[src/rtl/uart_pkg.sv]
// Shared UART definitions used by the receiver and the transmitter.
package uart_pkg;

  localparam int DATA_BITS            = 8;
  localparam int DEFAULT_CLKS_PER_BIT = 210;

  typedef enum logic [2:0] {
    IDLE      = 3'd0,
    START     = 3'd1,
    DATA      = 3'd2,
    STOP      = 3'd3,
    WAIT_HIGH = 3'd4
  } rx_state_t;

endpackage

[src/rtl/uart_rx_sync_2ff.sv]
// Two-flop synchronizer for a single asynchronous input bit.
module sync_2ff #(
  parameter bit RESET_VAL = 1'b1
) (
  input  logic clock,
  input  logic reset,
  input  logic d,
  output logic q
);

  logic meta;

  // Metastability filter: two flops, both forced to the idle value on reset.
  always_ff @(posedge clock) begin
    if (reset) begin
      meta <= RESET_VAL;
      q    <= RESET_VAL;
    end else begin
      meta <= d;
      q    <= meta;
    end
  end

endmodule

[src/rtl/uart_rx.sv]
// UART receiver, 8N1, LSB first, with a one-entry holding register.
module uart_rx
  import uart_pkg::*;
#(
  parameter int CLKS_PER_BIT = DEFAULT_CLKS_PER_BIT
) (
  input  logic                 clock,
  input  logic                 reset,
  input  logic                 uartRxPin,
  output logic [DATA_BITS-1:0] data,
  output logic                 valid,
  input  logic                 re,
  output logic                 frameError,
  output logic                 overrun,
  input  logic                 clearErr
);

  localparam int                HALF_BIT = CLKS_PER_BIT / 2;
  localparam int                CW       = $clog2(CLKS_PER_BIT);
  localparam logic [CW-1:0]     HALF_M1  = CW'(HALF_BIT - 1);
  localparam logic [CW-1:0]     FULL_M1  = CW'(CLKS_PER_BIT - 1);
  localparam logic [2:0]        LAST_BIT = 3'(DATA_BITS - 1);

  logic                 rx_s;
  rx_state_t            state_q, state_d;
  logic [CW-1:0]        clk_cnt_q, clk_cnt_d;
  logic [2:0]           bit_idx_q, bit_idx_d;
  logic [DATA_BITS-1:0] shreg_q, shreg_d;
  logic                 done;
  logic                 fe_set;
  logic                 ov_set;

  sync_2ff #(
    .RESET_VAL(1'b1)
  ) u_sync (
    .clock(clock),
    .reset(reset),
    .d    (uartRxPin),
    .q    (rx_s)
  );

  // Receive FSM registers: state, bit-period counter, bit index, shift register.
  always_ff @(posedge clock) begin
    if (reset) begin
      state_q   <= IDLE;
      clk_cnt_q <= '0;
      bit_idx_q <= '0;
      shreg_q   <= '0;
    end else begin
      state_q   <= state_d;
      clk_cnt_q <= clk_cnt_d;
      bit_idx_q <= bit_idx_d;
      shreg_q   <= shreg_d;
    end
  end

  // Next-state logic; samples are taken mid-bit by offsetting half a bit in START.
  always_comb begin
    state_d   = state_q;
    clk_cnt_d = clk_cnt_q + CW'(1);
    bit_idx_d = bit_idx_q;
    shreg_d   = shreg_q;
    done      = 1'b0;
    fe_set    = 1'b0;
    unique case (state_q)
      IDLE: begin
        clk_cnt_d = '0;
        if (!rx_s) state_d = START;
      end
      START: begin
        if (clk_cnt_q == HALF_M1) begin
          bit_idx_d = '0;
          state_d   = rx_s ? IDLE : DATA;
        end
      end
      DATA: begin
        if (clk_cnt_q == FULL_M1) begin
          shreg_d   = {rx_s, shreg_q[DATA_BITS-1:1]};
          clk_cnt_d = '0;
          bit_idx_d = bit_idx_q + 3'd1;
          if (bit_idx_q == LAST_BIT) state_d = STOP;
        end
      end
      STOP: begin
        if (clk_cnt_q == FULL_M1) begin
          if (rx_s) begin
            done    = 1'b1;
            state_d = IDLE;
          end else begin
            fe_set  = 1'b1;
            state_d = WAIT_HIGH;
          end
        end
      end
      WAIT_HIGH: begin
        clk_cnt_d = '0;
        if (rx_s) state_d = IDLE;
      end
      default: state_d = IDLE;
    endcase
    if (state_d != state_q) clk_cnt_d = '0;
  end

  assign ov_set = done & valid & ~re;

  // Holding register: a completed byte is accepted if empty or being read this cycle.
  always_ff @(posedge clock) begin
    if (reset) begin
      data  <= '0;
      valid <= 1'b0;
    end else if (done && (!valid || re)) begin
      data  <= shreg_q;
      valid <= 1'b1;
    end else if (!done && re && valid) begin
      valid <= 1'b0;
    end
  end

  // Sticky error flags; a set event outranks a simultaneous clear.
  always_ff @(posedge clock) begin
    if (reset) begin
      frameError <= 1'b0;
      overrun    <= 1'b0;
    end else begin
      frameError <= fe_set | (frameError & ~clearErr);
      overrun    <= ov_set | (overrun & ~clearErr);
    end
  end

endmodule

[config.mk]
export PLATFORM = sky130hd
export DESIGN_NAME = uart_rx
export DESIGN_NICKNAME = d
export VERILOG_FILES = /design/src/rtl/uart_pkg.sv /design/src/rtl/uart_rx_sync_2ff.sv /design/src/rtl/uart_rx.sv
export SDC_FILE = /design/constraint.sdc
export NUM_CORES = 1
export LEC_CHECK = 0
export ABC_AREA = 1
export BUFFER_PORTS_ARGS = -buffer_cell sky130_fd_sc_hd__clkbuf_2
export CAP_MARGIN = 20
export CORE_AREA = 2 2 63 65
export CTS_CLUSTER_DIAMETER = 150
export DETAILED_ROUTE_END_ITERATION = 10
export DIE_AREA = 0 0 65 67
export SLEW_MARGIN = 20
export SYNTH_ARGS = -nofsm -noshare
export SYNTH_HDL_FRONTEND = slang
export SYNTH_SLANG_ARGS = --single-unit
[constraint.sdc]
create_clock -name clock -period 2 [get_ports clock]
set_input_delay 0 -clock clock [delete_from_list [all_inputs] [get_ports clock]]
set_output_delay 0 -clock clock [all_outputs]
set_load 0.1 [all_outputs]
==> Yosys cells after proc, flatten, opt, wreduce, memory -nomap -nowiden <==
Index checks and enable logic that the tools add are counted.
{ "word_totals": {"romBits": 0, "ff_bits": 35, "output_inout_bits": 11, "latchBits": 0, "inputBits": 5, "n_memories": 0, "mem_bits_rw": 0} }
{ "op_classes": {"eq_ne": 10, "div": 0, "reduce_logical": 13, "n_mul": 0, "bitwise_logic": 8, "shift": 0, "add_sub_neg": 2, "order_cmp": 0, "mux": 22} }
{ "ops": {"columns": ["operator", "count"], "rows": [
  ["2-to-1 mux 3 bit", 9],
  ["case mux 8 bit (2 select lines)", 1],
  ["case mux 3 bit (5 select lines)", 1],
  ["adder 8 x 1 -> 8 bit, second input constant", 1],
  ["equality test 8 x 7 -> 1 bit, second input constant", 1],
  ["equality test 8 bit, second input constant", 1],
  ["2-to-1 mux 1 bit", 8],
  ["2-to-1 mux 8 bit", 1],
  ["equality test 3 x 2 -> 1 bit, second input constant", 2],
  ["equality test 3 bit, second input constant", 2],
  ["case mux 3 bit (2 select lines)", 1],
  ["bitwise AND 1 bit", 4],
  ["inequality test 2 bit, second input constant", 2],
  ["nonzero test 2 bit", 2],
  ["OR reduction 2 bit", 2],
  ["adder 3 x 1 -> 3 bit, second input constant", 1],
  ["equality test 3 x 1 -> 1 bit, second input constant", 1],
  ["logical AND 1 bit", 3],
  ["zero test 3 bit", 1],
  ["inequality test 3 bit", 1],
  ["AND reduction 3 bit", 1],
  ["zero test 1 bit", 2],
  ["2-to-1 mux 2 bit", 1],
  ["NOT 1 bit", 2],
  ["3 further kinds", 4]
]} }

==> Logic depth before layout (Yosys ltp) <==
Gate-level depths: netlist (run 1).
{ "depth": {"word_depth": 8, "depth_mapped": 11, "ltp_nobuf": 11} }

==> Modules after synthesis <==
From an unflattened synthesis (run 1), not the netlist that was laid out.
{ "unflattened": {"hier_cells": 212, "hier_area_um2": 1565.3} }
{ "modules_own_cells": {"columns": ["module", "area_per_inst_um2", "cells_each", "instances"], "rows": [
  ["uart_rx", 1506.4, 205, 1],
  ["sync_2ff", 58.8, 7, 1]
]} }

==> Worst setup path before layout (run 1) <==
No wires, ideal clock.
{ "synth_timing": {"path_type": "register to register", "start": "register valid", "end": "register data[0]", "t_arrival_ps": 1556, "path_buffers": 0, "setup_slack_ps": 318, "required_time_ps": 1875, "path_stages_with_launch": 6, "path_cell_list": "dfxtp_1 inv_1 nor2_1 nor2_2 o21ai_0 a21oi_1"} }
{ "synth_via": {"elab_chain_len": 3} }
{ "synth_lines": {"columns": ["item", "line_no", "text"], "rows": [
  ["start, declared", "uart_rx.sv:11", "output logic valid,"],
  ["start signal, assigned", "uart_rx.sv:110", "valid <= 1'b0;"],
  ["start signal, assigned", "uart_rx.sv:113", "valid <= 1'b1;"],
  ["start signal, assigned", "uart_rx.sv:115", "valid <= 1'b0;"],
  ["zero test 1 bit", "uart_rx.sv:111", "end else if (done && (!valid || re)) begin"],
  ["logical OR 1 bit", "uart_rx.sv:111", null],
  ["logical AND 1 bit", "uart_rx.sv:111", null],
  ["end signal, assigned", "uart_rx.sv:112", "data <= shreg_q;"],
  ["end, declared", "uart_rx.sv:10", "output logic [DATA_BITS-1:0] data,"]
]} }
No other way between the ends.
A chain may end at the register's enable or synchronous reset.

==> Worst setup path in the final report (run 1) <==
{ "layout_timing": {"start": "register state_q[2]", "end": "register bit_idx_q[2]"} }
{ "layout_via": {"elab_chain_len": 3} }
{ "layout_lines": {"columns": ["item", "line_no", "text"], "rows": [
  ["start, declared", "uart_rx.sv:25", "rx_state_t state_q, state_d;"],
  ["start signal, assigned", "uart_rx.sv:50", "state_q <= state_d;"],
  ["equality test 3 x 2 -> 1 bit or equality test 3 x 1 -> 1 bit (tied branches)", "uart_rx.sv:65", "unique case (state_q)"],
  ["inequality test 2 bit (no line) or nonzero test 2 bit (tied branches)", null, null],
  ["AND reduction 3 bit (no line)", null, null],
  ["end signal, assigned", "uart_rx.sv:52", "bit_idx_q <= bit_idx_d;"],
  ["end, declared", "uart_rx.sv:27", "logic [2:0] bit_idx_q, bit_idx_d;"]
]} }
Parallel ways exist; a longest one is shown, timed or not.

==> summary.md, run 1 <==
| Metric | Value |
|---|---|
| Bufs on Longest Clock Path | `2` |
| DRT antenna net count | `0` |
| CP max stage delay | `0.43 ns` |
| Slew HR | `64.2%` |
| Die ar. | `4360 um^2` |
| Worst Path Max Fanout | `18` |
| CP bufs+invs | `1` |
| Worst-Skew Late Latency | `0.28 ns` |
| Vias in the first global route | `1145` |
| Synth area leader | `dfxtp_1` |
| Reg clk slew, reported paths | `0.07 ns` |
| Top delay family on crit path | `simple AND/OR/NAND/NOR gates` |
| Commonest cells post-synth | `dfxtp_1 (35), nand2_1 (34), inv_1 (25)` |
| Post-Layout Inst Area | `1840 um^2` |
| Initial DRC count | `70` |
| Fin Hold WS | `0.0115 ns` |
| Chip height | `67 um` |
| Fill cells | `374` |
| Startpoint types | `flop` |
| FMAX | `0.587 GHz` |
| Avg WL per Cell | `10.6 um` |
| Initial Util | `44.1%` |
| Synthesized area | `1590 um^2` |
| Yosys Warn Count | `0` |
| Nets | `240` |
| Crit-path cells | `nor3_2 -> nand2_2 -> nand2_1 -> nand2_2 -> clkinv_1 -> nand3_1 -> a21oi_1` |
| GP Congestion | `0.844` |
| Min-delay worst type | `primary input to flop` |
| TritonCTS clock tree | `done` |
| Final count of hold timing violations | `0` |
| CP Class | `flop to flop` |
| CP Data Arrival Time | `1.92 ns` |
| Outcome | `finished, final reports clean` |
| CTS Sinks | `35` |
| Die Span X | `65 um` |
| # DRC | `0` |
| Seq/Total Area, Yosys | `44.1%` |
| Share of layout cells above drive strength 1 | `21.6%` |
| Syn Inst Count | `209` |
| IO buf count | `15` |
| Synthesized flop and latch total | `35` |
| Placed Area | `1710 um^2` |
| Root buf cell | `clkbuf_8` |
| FP Rows | `22` |
| Most common cell in the netlist | `dfxtp_1` |
| # Post-CTS Setup Buffers | `0` |
| Synth top area cells | `dfxtp_1 (44%), nand2_1 (8.0%), a21oi_1 (6.9%)` |
| RSZ-0062 raised after global routing | `no` |
| Syn_nets | `219` |
| Most frequent cell on the critical path | `nand2_2` |
| Power per cell area | `757 nW/um^2` |
| Initial antenna violation count | `0` |
| Clock buffer count from CTS | `5` |
| Routed wire length | `2950 um` |
| Setup TNS | `0 ns` |
| Leakage | `0.759 nW` |
| Synth unique cells | `30` |
| Max-slew violations | `0` |
| Global route overflow | `0` |
| Max Cap Viol | `0` |
| DR vias/cell | `4.79` |
| Maximum VDD drop | `0.495 mV` |
| Async set or reset register ratio after synthesis | `0%` |
| Worst path required time | `2.22 ns` |
| Core area | `3610 um^2` |
| Area grow syn2layout | `15.8%` |
| H-tree levels | `2` |
| Final Skew | `0.00310 ns` |
| Ports | `16` |
| Syn avg cell area | `7.61 um^2` |
| Synth top area share | `44.1%` |
| Largest net degree at the start of global routing | `19` |
| EDFF count, synth | `0` |
| First-pass GRT wire length | `5050 um` |
| DRT Pass-1 Iters | `4` |
| Main synth FF type | `dfxtp_1` |
| Dpl hpwl | `2170 um` |
| DR vias | `1337` |
| # setup viols final | `0` |
| Slew @ Worst Pin | `0.539 ns` |
| Slowest-stage cell, CP | `nor3_2` |
| Diode count | `0` |
| Part of the cycle the worst path needs | `85.2%` |
| Tmin final | `1.70 ns` |
| Total track usage | `15.5%` |
| Nature of the critical path endpoint | `flop` |
-- stage by stage --
stage,worst slack (ns),instances,util (%),power (mW)
5_1_grt,0.0680,279,51.1,1.45
6_report,0.297,279,51.1,1.39
4_1_cts,0.286,279,51.1,1.42
2_1_floorplan,0.318,209,-,0.764
3_3_place_gp,0.358,269,47.4,0.780
3_5_place_dp,0.308,269,47.4,0.780
-- what timing repair did --
| action | in CTS | in global routing |
|---|---|---|
| resized for setup | 0 | 0 |
| hold buffers | 2 | 0 |
| endpoints found under the hold margin | 3 | 0 |
-- path summary, 6_finish.rpt --
path                             startpoint      endpoint  slack, ns  cells past startpoint
worst max-delay path             state_q[2]  bit_idx_q[2]       0.30                      7
worst min-delay path                  reset       overrun       0.01                      2
worst max register to register   state_q[2]  bit_idx_q[2]       0.30                      7
worst min register to register  u_sync.meta      u_sync.q       0.41                      1
-- flip-flops by register name (all words and copies together), names as in the netlist --
| name | cells |
|---|---|
| state_q | 3 |
| data | 8 |
| u_sync.q | 1 |
| shreg_q | 8 |
| clk_cnt_q | 8 |
| frameError | 1 |
| overrun | 1 |
| valid | 1 |
| u_sync.meta | 1 |
| bit_idx_q | 3 |
-- cell type report --
type	count	area, um^2	area share [%]
tap	48	60.1	3.26
timing repair buffer	18	103	5.57
clock buffer	5	68.8	3.74
sequential	35	701	38.0
multi-input combinational	139	749	40.7
inverter	31	116	6.32
clock inverter	3	43.8	2.38
-- cells by family after synthesis --
logic type      Yosys count  share of synthesized area (%)
buf+inv                  35                           8.81
simple gates             88                           27.4
fa+ha+maj                 5                           3.93
compound gates           46                           15.8
flops                    35                           44.1
-- power by group --
part | internal, mW | switching [mW] | total, mW
combinational | 0.0205 | 0.0389 | 0.0594
sequential | 0.701 | 0.00523 | 0.706
clock | 0.371 | 0.258 | 0.629
total | 1.09 | 0.302 | 1.39
-- placed cells by master (no fill, tap or decap), types with 11 or more instances in the layout --
cell type   n
nor2_1     17
a21oi_1    22
clkbuf_2   15
inv_1      25
dfxtp_1    35
o21ai_0    17
nor2_2     11
nand3_1    12
nand2_1    34
-- per-layer routing --
layer	track usage, %	up-vias	wire (um)
met1	19.6	600	1430
met4	6.38	0	54
met5	0	-	0
met3	5.07	5	105
li1	-	717	-
met2	24.4	15	1360
(Power assumes the default switching activity.)
==> run 2, diff against run 1 <==
--- a/config.mk
+++ b/config.mk
@@ -8,10 +8,11 @@
 export ABC_AREA = 1
 export BUFFER_PORTS_ARGS = -buffer_cell sky130_fd_sc_hd__clkbuf_2
 export CAP_MARGIN = 20
-export CORE_AREA = 2 2 63 65
+export CORE_AREA = 2 2 67 69
 export CTS_CLUSTER_DIAMETER = 150
 export DETAILED_ROUTE_END_ITERATION = 10
-export DIE_AREA = 0 0 65 67
+export DIE_AREA = 0 0 69 71
+export SKIP_CTS_REPAIR_TIMING = 1
 export SLEW_MARGIN = 20
 export SYNTH_ARGS = -nofsm -noshare
 export SYNTH_HDL_FRONTEND = slang
==> run 2 against run 1 <==
  * Die area rose by 12%
  * Setup slack improved by 0.044 ns
  * Total power up 0.40%
  * Cell count is 1.8% higher
  * Hold slack better by 0.016 ns
  * Combinational power decreased by 1%
  * Sequential power about the same
  * Wire length is 1.4% lower
  * Count of clock-buffer cells in the layout is the same
  * Via count up 0.90%
==> summary.md, run 2 (synthesis gave the netlist of run 1 again) <==
| Metric | Value |
|---|---|
| R2R setup slack | `0.34 ns` |
| RSZ-0062 raised after global routing | `no` |
| Routed wire length | `2910 um` |
| Worst Path Max Fanout | `18` |
| Worst R2R Path Depth | `10` |
| Worst Hold Launch | `reset` |
| CP max stage delay | `0.32 ns` |
| DRT Pass-1 Iters | `4` |
| Crit-path cells | `inv_1 -> ha_1 -> nand3_1 -> nor2_2 -> nand2_2 -> nand2_1 -> nand2_2 -> clkinv_1 -> nand3_1 -> a21oi_1` |
| Max Cap Viol | `0` |
| H-tree levels | `2` |
| GP Congestion | `0.817` |
| Clock buffer count from CTS | `5` |
| WHS Path Cells | `2` |
| Largest net degree at the start of global routing | `19` |
| # DRC | `0` |
| Core area | `4200 um^2` |
| CP bufs+invs | `2` |
| Nature of the critical path endpoint | `flop` |
| Avg WL per Cell | `10.2 um` |
| Nets | `241` |
| Maximum VDD drop | `0.558 mV` |
| Diode count | `0` |
| First-pass GRT wire length | `5200 um` |
| Worst R2R Start | `clk_cnt_q[1]` |
| Power per cell area | `755 nW/um^2` |
| CP Class | `flop to flop` |
| CP Data Arrival Time | `1.88 ns` |
| Die Span X | `69 um` |
| Area of the multi-input gates | `749 um^2` |
| Setup TNS | `0 ns` |
| Area grow syn2layout | `16.6%` |
| Most common cell after layout, fill and taps aside | `dfxtp_1` |
| Vias in the first global route | `1175` |
| Outcome | `finished, final reports clean` |
| Slowest-stage cell, CP | `dfxtp_1` |
| DR vias/cell | `4.75` |
| Worst path required time | `2.22 ns` |
| Max-slew violations | `0` |
| Part of the cycle the worst path needs | `83.0%` |
| Final Skew | `0.00605 ns` |
| Regs by FF count | `clk_cnt_q x8, data x8, shreg_q x8` |
| Initial DRC count | `60` |
| Worst-Skew Late Latency | `0.29 ns` |
| FMAX | `0.603 GHz` |
| Chip height | `71 um` |
| Initial antenna violation count | `0` |
| IO buf count | `15` |
| Startpoint types | `flop` |
| Root buf cell | `clkbuf_8` |
| FP Rows | `24` |
| Slew HR | `64.1%` |
| DRT antenna net count | `0` |
| Leakage | `0.765 nW` |
| Global route overflow | `0` |
| Placed Area | `1720 um^2` |
| Top delay family on crit path | `simple AND/OR/NAND/NOR gates` |
| Bufs on Longest Clock Path | `2` |
| Ports | `16` |
| # setup viols final | `0` |
| Reg-to-Reg End | `bit_idx_q[2]` |
| Final count of hold timing violations | `0` |
| Total track usage | `13.0%` |
| FF+latch area | `701 um^2` |
| Dpl hpwl | `2130 um` |
| TritonCTS clock tree | `done` |
| CTS Sinks | `35` |
| Tmin final | `1.66 ns` |
| Slew @ Worst Pin | `0.540 ns` |
| Die ar. | `4900 um^2` |
| Most frequent cells in the layout | `dfxtp_1 (35), nand2_1 (34), inv_1 (25), a21oi_1 (22)` |
| Fill cells | `442` |
| Min-delay worst type | `primary input to flop` |
| DR vias | `1349` |
| Reg clk slew, reported paths | `0.08 ns` |
| Post-Layout Inst Area | `1850 um^2` |
| Initial Util | `37.8%` |
| Design Power | `1.40 mW` |
| Worst hold endpoint | `overrun` |
| Share of layout cells above drive strength 1 | `22.0%` |
-- run 2: report_power, final --
group | internal (mW) | switching, mW | total (mW)
registers | 0.701 | 0.00513 | 0.706
logic | 0.0205 | 0.0383 | 0.0588
clock network | 0.371 | 0.264 | 0.635
total | 1.09 | 0.307 | 1.40
-- run 2: worst max-delay path by stage --
stage	startpoint	endpoint	slack, ns	cells past startpoint
after floorplan	valid	data[0]	0.32	5
after global placement	clk_cnt_q[1]	bit_idx_q[1]	0.38	10
after detailed placement	clk_cnt_q[1]	bit_idx_q[1]	0.33	10
after CTS	clk_cnt_q[1]	bit_idx_q[1]	0.32	10
after global routing	clk_cnt_q[1]	bit_idx_q[2]	0.09	10
final	clk_cnt_q[1]	bit_idx_q[2]	0.34	10
-- run 2: routing by layer --
layer  vias to the layer above  part of all wire, %  track usage, %
met5                         -                    0               0
met4                         0                  1.3            4.58
met3                         4                  4.5            4.27
met2                        18                   45            20.3
met1                       608                   49            17.0
li1                        719                    -               -
-- run 2: area by class of cell --
type	count	share of cell area (%)
inverter	31	6.28
multi-input combinational	139	40.4
sequential	35	37.8
clock buffer	5	3.71
timing repair buffer	19	5.94
tap	52	3.51
clock inverter	3	2.36
-- run 2: per-stage QoR --
step                cells  util [%]  hold WS, ns  setup WS [ns]
floorplan             209         -        0.104          0.318
global placement      274      41.0        0.191          0.379
detailed placement    274      41.0        0.191          0.329
CTS                   282      43.6       -0.111          0.316
global route          284      44.1       0.0358         0.0856
finish                284      44.1       0.0278          0.341
==> run 3, diff against run 2 <==
==> constraint.sdc (replaced) <==
create_clock -name clock -period 1.54 [get_ports clock]
set_input_delay 0 -clock clock [delete_from_list [all_inputs] [get_ports clock]]
set_output_delay 0 -clock clock [all_outputs]
set_load 0.1 [all_outputs]
==> run 3 against run 2 <==
  * Die area unchanged
  * Sequential cell count unchanged
  * Largest cell class unchanged
  * Highest routed layer unchanged
  * Sequential power increased by 30%
==> summary.md, run 3 (synthesis gave the netlist of run 1 again) <==
| Metric | Value |
|---|---|
| Outcome | `finished, final reports clean` |
| Final worst slack | `0.0443 ns` |
| Setup TNS | `0 ns` |
| Vias in the first global route | `1237` |
| CP Data Arrival Time | `1.71 ns` |
| DR vias/cell | `4.76` |
| Area grow syn2layout | `26.4%` |
| Most common cell after layout, fill and taps aside | `dfxtp_1` |
| Worst path required time | `1.75 ns` |
| Top delay family on crit path | `simple AND/OR/NAND/NOR gates` |
| Max-slew violations | `0` |
| First-pass GRT wire length | `5390 um` |
| Total track usage | `13.7%` |
| Startpoint types | `flop` |
| Tmin final | `1.50 ns` |
| FMAX | `0.669 GHz` |
| DR vias | `1395` |
| Avg WL per Cell | `11.5 um` |
| Power per cell area | `827 nW/um^2` |
| Most frequent cells in the layout | `dfxtp_1 (30), nand2_1 (29), inv_1 (23), a21oi_1 (22), nor2_1 (17)` |
| Fin Hold WS | `0.0378 ns` |
| # DRC | `0` |
| Final Skew | `0.00736 ns` |
| Core Util, Final | `47.8%` |
| Placed cells | `283` |
| Non-filler instance count after layout | `293` |
| GP Congestion | `0.924` |
| Placed Area | `1800 um^2` |
| Core area | `4200 um^2` |
| Largest net degree at the start of global routing | `17` |
| Initial antenna violation count | `0` |
| RSZ-0062 raised after global routing | `yes` |
| Max Cap Viol | `0` |
| Maximum VDD drop | `0.592 mV` |
| Nets | `251` |
| Initial Util | `37.8%` |
| Slowest-stage cell, CP | `nor3_1` |
| DP Worst Slack | `-0.0489 ns` |
| Leakage | `0.814 nW` |
| Die Span X | `69 um` |
| Slew HR | `63.6%` |
| Crit-path cells | `nor3_1 -> nand2_4 -> nand4_1 -> nand2_2 -> nor2_4 -> nand2_4 -> nor2_2` |
| Final count of hold timing violations | `0` |
| Die ar. | `4900 um^2` |
| Global route overflow | `0` |
| Reg clk slew, reported paths | `0.07 ns` |
| DRT Pass-1 Iters | `4` |
| Worst Path Max Fanout | `8` |
| Min-delay worst type | `primary input to flop` |
| CP Class | `flop to flop` |
| IO buf count | `15` |
| Chip height | `71 um` |
| DRT antenna net count | `0` |
| Routed wire length | `3370 um` |
| Post-Layout Inst Area | `2010 um^2` |
| Initial DRC count | `47` |
| Root buf cell | `clkbuf_8` |
| Slew @ Worst Pin | `0.548 ns` |
| CP max stage delay | `0.40 ns` |
| # setup viols final | `0` |
| Bufs on Longest Clock Path | `2` |
| Worst-Skew Late Latency | `0.28 ns` |
| Design Power | `1.66 mW` |
| CP bufs+invs | `0` |
| Clock buffer count from CTS | `5` |
| Dpl hpwl | `2270 um` |
| Part of the cycle the worst path needs | `97.1%` |
| Ports | `16` |
| Regs by FF count | `clk_cnt_q x8, data x8, shreg_q x8` |
| Share of layout cells above drive strength 1 | `32.0%` |
| CTS Sinks | `35` |
| Diode count | `0` |
| H-tree levels | `2` |
| TritonCTS clock tree | `done` |
| FP Rows | `24` |
| Nature of the critical path endpoint | `flop` |
| Most frequent cell on the critical path | `nand2_4` |
run 3: cell count changes in the layout (fill, tap and decap cells not counted), moves of 3 or more:
cell     change
dfxtp_1      -5
nand2_2      +4
nand3_1      -3
buf_4        +9
nand2_1      -5
dfxtp_2      +4
run 3: worst paths after layout:
check                  to        start  cells past startpoint  slack [ns]
min               overrun        reset                      2        0.04
max          clk_cnt_q[0]   state_q[2]                      7        0.04
min reg2reg      u_sync.q  u_sync.meta                      1        0.41
max reg2reg  clk_cnt_q[0]   state_q[2]                      7        0.04
run 3: final cells by class:
type | instances | area (um^2)
Clock inverter | 1 | 5.00
Inverter | 31 | 119
Tap cell | 52 | 65.1
Sequential cell | 35 | 709
Timing Repair Buffer | 29 | 198
Fill cell | 417 | 2190
Clock buffer | 6 | 82.6
Multi-Input combinational cell | 139 | 831
run 3: per-layer routing:
| metal | vias up | GRT usage (%) | share of wire, % | routed length (um) |
|---|---|---|---|---|
| met5 | - | 0 | 0 | 0 |
| met4 | 0 | 5.88 | 2.0 | 68 |
| met3 | 6 | 3.70 | 3.8 | 127 |
| met2 | 25 | 23.1 | 49 | 1650 |
| met1 | 629 | 16.4 | 45 | 1530 |
| li1 | 735 | - | - | - |
run 3: worst reg2reg max path, delay by kind of cell, from the launching register on:
| family | cells | cell delay, ns |
|---|---|---|
| flops | 1 | 0.39 |
| simple gates | 7 | 1.04 |
run 3: power by group:
| part | leakage (nW) | total (mW) | switching (mW) | internal, mW |
|---|---|---|---|---|
| Combinational | 0.482 | 0.0909 | 0.0586 | 0.0323 |
| Sequential | 0.285 | 0.916 | 0.00574 | 0.910 |
| Clock | 0.0470 | 0.655 | 0.305 | 0.350 |
